<file path="src/rtl/mips_pkg.sv">
// Shared types and constants for the MIPS register file slice.
// Latency: n/a (declarations only).
// Backpressure: n/a.
package mips_pkg;

    localparam int DEF_DATA_WIDTH = 32;
    localparam int DEF_ADDR_WIDTH = 5;

    typedef logic [DEF_ADDR_WIDTH-1:0] reg_idx_t;
    typedef logic [DEF_DATA_WIDTH-1:0] word_t;

    // Hard-wired zero register; never stored, never tracked as pending.
    localparam reg_idx_t REG_ZERO = '0;

endpackage

</file>
<file path="src/rtl/regfile_scoreboard.sv">
// Pending-write scoreboard: one bit per register, raises stall on read-after-write hazards.
// Latency: stall is combinational; pending bits update on the rising clk edge.
// Backpressure: stall holds decode; nothing is marked pending while stall is high.
// Optional macro REGFILE_BYPASS_EN: a register written this cycle does not cause a stall.
module regfile_scoreboard
    import mips_pkg::*;
#(
    parameter int ADDR_WIDTH = DEF_ADDR_WIDTH
) (
    input  logic                  clk,
    input  logic                  rst_n,
    input  logic [ADDR_WIDTH-1:0] rs_addr,
    input  logic [ADDR_WIDTH-1:0] rt_addr,
    input  logic                  rt_used,
    input  logic                  issue_valid,
    input  logic [ADDR_WIDTH-1:0] issue_dest,
    input  logic                  wr_en,
    input  logic [ADDR_WIDTH-1:0] wr_addr,
    output logic                  stall
);

    localparam int NUM_REGS = 2 ** ADDR_WIDTH;
    localparam logic [ADDR_WIDTH-1:0] ZERO_IDX = ADDR_WIDTH'(REG_ZERO);

    logic [NUM_REGS-1:0] pending;
    logic [NUM_REGS-1:0] pending_nxt;
    logic                rs_byp;
    logic                rt_byp;
    logic                rs_hit;
    logic                rt_hit;

    // Hazard detection: a source hits when its producer has not yet written back.
    always_comb begin
        rs_byp = 1'b0;
        rt_byp = 1'b0;
`ifdef REGFILE_BYPASS_EN
        // The value arriving this cycle is forwarded, so that register is safe to read.
        rs_byp = wr_en && (wr_addr == rs_addr);
        rt_byp = wr_en && (wr_addr == rt_addr);
`endif
        rs_hit = (rs_addr != ZERO_IDX) && pending[rs_addr] && !rs_byp;
        rt_hit = (rt_addr != ZERO_IDX) && pending[rt_addr] && !rt_byp;
        stall  = issue_valid && (rs_hit || (rt_used && rt_hit));
    end

    // Next pending state: clear on write-back first, then set on issue so a newer producer wins.
    always_comb begin
        pending_nxt = pending;
        if (wr_en && (wr_addr != ZERO_IDX)) begin
            pending_nxt[wr_addr] = 1'b0;
        end
        if (issue_valid && !stall && (issue_dest != ZERO_IDX)) begin
            pending_nxt[issue_dest] = 1'b1;
        end
    end

    // Pending bit register; async reset clears all outstanding producers.
    always_ff @(posedge clk or negedge rst_n) begin
        if (!rst_n) begin
            pending <= '0;
        end else begin
            pending <= pending_nxt;
        end
    end

endmodule

</file>
<file path="src/rtl/mips_register_file.sv">
// 32-entry MIPS register file: two combinational read ports, one clocked write port, hazard stall.
// Latency: reads zero-cycle; writes visible next cycle (same cycle with REGFILE_BYPASS_EN).
// Backpressure: stall tells decode to hold when a source register is still pending.
// Optional macro REGFILE_BYPASS_EN: write-through forwarding from the write port to the read ports.
module mips_register_file
    import mips_pkg::*;
#(
    parameter int DATA_WIDTH = DEF_DATA_WIDTH,
    parameter int ADDR_WIDTH = DEF_ADDR_WIDTH
) (
    input  logic                  clk,
    input  logic                  rst_n,
    input  logic [ADDR_WIDTH-1:0] rs_addr,
    input  logic [ADDR_WIDTH-1:0] rt_addr,
    output logic [DATA_WIDTH-1:0] rs_data,
    output logic [DATA_WIDTH-1:0] rt_data,
    input  logic                  rt_used,
    input  logic                  issue_valid,
    input  logic [ADDR_WIDTH-1:0] issue_dest,
    output logic                  stall,
    input  logic                  wr_en,
    input  logic [ADDR_WIDTH-1:0] wr_addr,
    input  logic [DATA_WIDTH-1:0] wr_data
);

    localparam int NUM_REGS = 2 ** ADDR_WIDTH;
    localparam logic [ADDR_WIDTH-1:0] ZERO_IDX = ADDR_WIDTH'(REG_ZERO);

    logic [DATA_WIDTH-1:0] regs [NUM_REGS];
    logic                  wr_live;

    assign wr_live = wr_en && (wr_addr != ZERO_IDX);

    // Storage update; index 0 is never written so it stays at its reset value of zero.
    always_ff @(posedge clk or negedge rst_n) begin
        if (!rst_n) begin
            for (int i = 0; i < NUM_REGS; i++) begin
                regs[i] <= '0;
            end
        end else if (wr_live) begin
            regs[wr_addr] <= wr_data;
        end
    end

    // Read muxing: register 0 reads as zero regardless of storage contents.
    always_comb begin
        rs_data = (rs_addr == ZERO_IDX) ? '0 : regs[rs_addr];
        rt_data = (rt_addr == ZERO_IDX) ? '0 : regs[rt_addr];
`ifdef REGFILE_BYPASS_EN
        // Forward the in-flight write so decode sees it in the same cycle.
        if (wr_live && (wr_addr == rs_addr)) begin
            rs_data = wr_data;
        end
        if (wr_live && (wr_addr == rt_addr)) begin
            rt_data = wr_data;
        end
`endif
    end

    regfile_scoreboard #(
        .ADDR_WIDTH (ADDR_WIDTH)
    ) u_scoreboard (
        .clk         (clk),
        .rst_n       (rst_n),
        .rs_addr     (rs_addr),
        .rt_addr     (rt_addr),
        .rt_used     (rt_used),
        .issue_valid (issue_valid),
        .issue_dest  (issue_dest),
        .wr_en       (wr_en),
        .wr_addr     (wr_addr),
        .stall       (stall)
    );

endmodule

</file>
<file path="config.mk">
export PLATFORM = sky130hd
export DESIGN_NAME = mips_register_file
export DESIGN_NICKNAME = d
export VERILOG_FILES = /design/src/rtl/mips_pkg.sv /design/src/rtl/regfile_scoreboard.sv /design/src/rtl/mips_register_file.sv
export SDC_FILE = /design/constraint.sdc
export NUM_CORES = 2
export LEC_CHECK = 0
export CAP_MARGIN = 20
export CORE_MARGIN = 2
export CORE_UTILIZATION = 40
export DETAILED_ROUTE_END_ITERATION = 12
export HOLD_SLACK_MARGIN = 0.06
export PLACE_DENSITY_LB_ADDON = 0.12
export SETUP_SLACK_MARGIN = 0.5
export SLEW_MARGIN = 20
export SYNTH_ARGS = -nofsm -noshare
export SYNTH_HDL_FRONTEND = slang
export SYNTH_HIERARCHICAL = 1
export SYNTH_SLANG_ARGS = --single-unit
export TNS_END_PERCENT = 10
</file>
<file path="constraint.sdc">
create_clock -name clk -period 4.5 [get_ports clk]
set_input_delay 1.35 -clock clk [delete_from_list [all_inputs] [get_ports clk]]
set_output_delay 1.35 -clock clk [all_outputs]
set_load 0.01 [all_outputs]
</file>
==> summary.txt <==
Run status
  – Outcome: finished, violations left
  – Violated checks: setup timing

Timing
  – Finish-stage setup viols: 59
  – Unrepaired setup endpoints after global routing: yes
  – Hold Slack: 0.400 ns
  – Final period util: 104%
  – PnR worst setup slack: -0.181 ns
  – Final Hold Fails: 0
  – Worst slew pin tran: 1.11 ns
  – Fin. max-slew vios: 0
  – Post-layout min period: 4.68 ns
  – Slew HR: 25.8%
  – Max frequency: 214 MHz
  – Clock Skews: 0.00364 ns

Critical path
  – Crit path kind: input port to output port
  – Critical R2R Launch: u_scoreboard/pending[4]
  – Worst EP arrival: 3.33 ns
  – R2R depth: 7
  – CP endpoint kind: output port
  – Startpoint Class: input port
  – Crit Reg-Reg Endpoint: u_scoreboard/pending[31]
  – Critical Path Sink: rt_data[17]
  – R2R Setup Slk: 2.22 ns
  – Worst-path fanout max: 5
  – Worst Path Required: 3.15 ns
  – Critical Path Start: rt_addr[1]

Global routing
  – Gr ovfl total: 0
  – Initial antenna violation count: 15
  – GR Util All Layers: 28.7%
  – Largest net degree at the start of global routing: 83
  – Vias in the first global route: 39900
  – First-pass GRT wire length: 298000 um

Power
  – Switch Pwr: 0.00848 W
  – PwrDens: 424 nW/um2
  – Power share of the combinational group: 22.5%
  – Worst vdd ir: 0.000435 V
  – Sw frac: 28.0%
  – Sequential fraction of design power: 42.2%
  – Power share of the clock group: 35.3%
  – Int Power: 0.0218 W
  – Static leakage: 31.0 nW

Synth
  – Main combinational cell family by area after synthesis: multiplexers
  – Simple-gate share of the synthesized area: 2.61%
  – Post-Syn Area: 56400 um2
  – Synth Area in XOR/XNOR: 0%
  – Distinct cells, synth: 52
  – Mux cell area share after synthesis: 41.9%
  – Adder-cell area share of the yosys netlist: 0%
  – Syn Nets: 3937
  – Yosys Warn Count: 6
  – Post-synthesis instance total: 3880
  – Post-synthesis compound-gate area fraction: 5.24%
  – Register area share after synthesis: 46.8%
  – Syn Area/Cell: 14.5 um2
  – Seq cells post-synth: 1055

Clock tree
  – Worst-case clock buffer depth: 3
  – Total CTS buffers: 119
  – Clock root buffer: clkbuf_16
  – # H-tree levels: 3
  – Worst skew pair latency: 0.73 ns
  – Clk slew on worst S/H paths: 0.06 ns
  – Clock Sinks: 1055
  – # hold bufs at CTS: 0
  – CTS tree: done

Route
  – Drt pass-1 iters: 7
  – Top routing layer used: met5
  – Met2 Routed Length: 94000 um
  – DR vias: 38900
  – ANT nets after route: 0
  – Met3 wire len: 15700 um
  – M1 WL: 92300 um
  – Wirelength per Cell: 33.4 um
  – Initial DRC Count: 3447
  – Vias per cell: 6.21
  – Final WL: 209000 um
  – Drt drc: 0

Die
  – FP Rows: 137
  – Die Span Y: 380 um
  – Die footprint: 144000 um2
  – Die Wd: 380 um
  – Core ar.: 140000 um2
  – # IOs: 122
  – Effective utilization at floorplan: 40.4%

Finish
  – Layout area overhead: 26.3%
  – Fin nets: 4332
  – Number of fill cells in the layout: 11800
  – Most frequent cells in the layout: 1055 x dfrtp_1, 1023 x mux2_2, 415 x mux4_2
  – FF+latch area: 26400 um2
  – Multi-input gate area in the final layout: 29900 um2
  – Core Util, Final: 51.0%
  – Most common cell after layout, fill and taps aside: dfrtp_1
  – Share of layout cells above drive strength 1: 59.3%

Worst hold path
  – Min-Delay Path Depth: 0
  – Hold Startpoint: regs[1009]
  – Hold crit path type: flop to flop

Placement
  – DP HPWL: 131000 um
  – Port Buffers: 121
  – GP Congestion: 0.820

Run
  – Maximum Capacitance Violations: 0
[logic make-up (layout without fill, tap and decap cells)]
kind of cell,after synthesis,after routing
mux,1709,1709
simple gates,272,272
flops,1055,1055
compound gates,400,400
buf+inv,444,944
other cells,0,1
[routing by layer]
layer / vias up / global-route usage [%]
met1: 21100 / 41.3
met5: - / 0
met2: 1523 / 43.2
met4: 12 / 8.82
met3: 369 / 6.49
li1: 15800 / -
[worst min path at each step]
stage                  to  slack (ns)
2_1_floorplan  regs[1006]        0.44
3_3_place_gp   regs[1013]        0.39
3_5_place_dp   regs[1016]        0.39
4_1_cts        regs[1017]        0.40
5_1_grt        regs[1016]        0.42
6_report       regs[1009]        0.40
[cells in the mapped netlist, drive strengths merged]
cell type | number | area share, %
a311o | 1 | 0.018
a22oi | 66 | 0.88
o211ai | 1 | 0.013
o221ai | 27 | 0.42
a2111oi | 28 | 0.44
o22ai | 48 | 0.53
o31ai | 1 | 0.013
or2 | 1 | 0.011
and3b | 2 | 0.031
nand3 | 12 | 0.12
nor2b | 47 | 0.52
nand4b | 2 | 0.058
a21oi | 34 | 0.30
nand2b | 5 | 0.055
o32ai | 14 | 0.22
or3b | 4 | 0.062
dfrtp | 1055 | 47
mux4 | 417 | 17
buf | 211 | 1.9
a311oi | 2 | 0.031
and3 | 4 | 0.044
clkinv | 1 | 0.0066
nor2 | 24 | 0.16
a211oi | 53 | 0.71
nand4 | 1 | 0.011
nor3 | 52 | 0.46
nor4b | 3 | 0.047
nor3b | 6 | 0.080
nor4 | 15 | 0.17
inv | 2 | 0.013
or3 | 4 | 0.044
nand2 | 63 | 0.42
clkbuf | 230 | 1.5
and2 | 18 | 0.20
mux2i | 257 | 4.6
a22o | 54 | 0.84
o21ai | 67 | 0.79
nand3b | 8 | 0.11
mux2 | 1035 | 21
a31oi | 4 | 0.044
or4b | 1 | 0.018
[layout make-up]
cell class	count	share of cell area (%)
antenna	1	0.00351
clock buffer	177	5.06
clock inverter	49	0.974
inverter	3	0.0158
multi-input combinational	2381	42.0
sequential	1055	37.0
tap	1876	3.29
timing repair buffer	715	11.7
[critical path, stage by stage]
cell     delay [ns]
buf_16         0.17
buf_16         0.17
buf_12         0.12
mux4_2         0.49
mux4_2         0.52
o22ai_4        0.16
nor3_2         0.07
buf_4          0.14
buf_6          0.11
[per-stage QoR]
stage | cells | area [um2] | TNS [ns] | setup WS [ns] | power, W
global placement | 5907 | 63700 | -42.78 | -0.909 | 0.0190
floorplan | 3880 | 56700 | 0 | 0.305 | 0.0167
CTS | 6237 | 70900 | -6.70 | -0.187 | 0.0303
finish | 6257 | 71300 | -5.91 | -0.181 | 0.0302
detailed placement | 5907 | 63700 | -42.93 | -0.902 | 0.0191
global route | 6257 | 71300 | -8.67 | -0.208 | 0.0314
[registers in the layout (all words and copies together), names as in the netlist]
name / flops
regs: 1024
u_scoreboard/pending: 31
[power groups by stage]
stage	Combinational, W	Sequential [W]	Clock (W)
after detailed placement	0.00624	0.0129	0
after CTS	0.00673	0.0127	0.0108
after floorplan	0.00438	0.0123	0
after global placement	0.00614	0.0128	0
after global routing	0.00725	0.0130	0.0112
final	0.00681	0.0128	0.0107
[timing repair]
action,CTS,global route
gates resized for setup,580,64
setup endpoints to repair,65,65
cloned,22,2
setup buffers,82,16
pin swaps,102,41
hold endpoints to repair,0,0
Power figures use the tool's default switching activity.
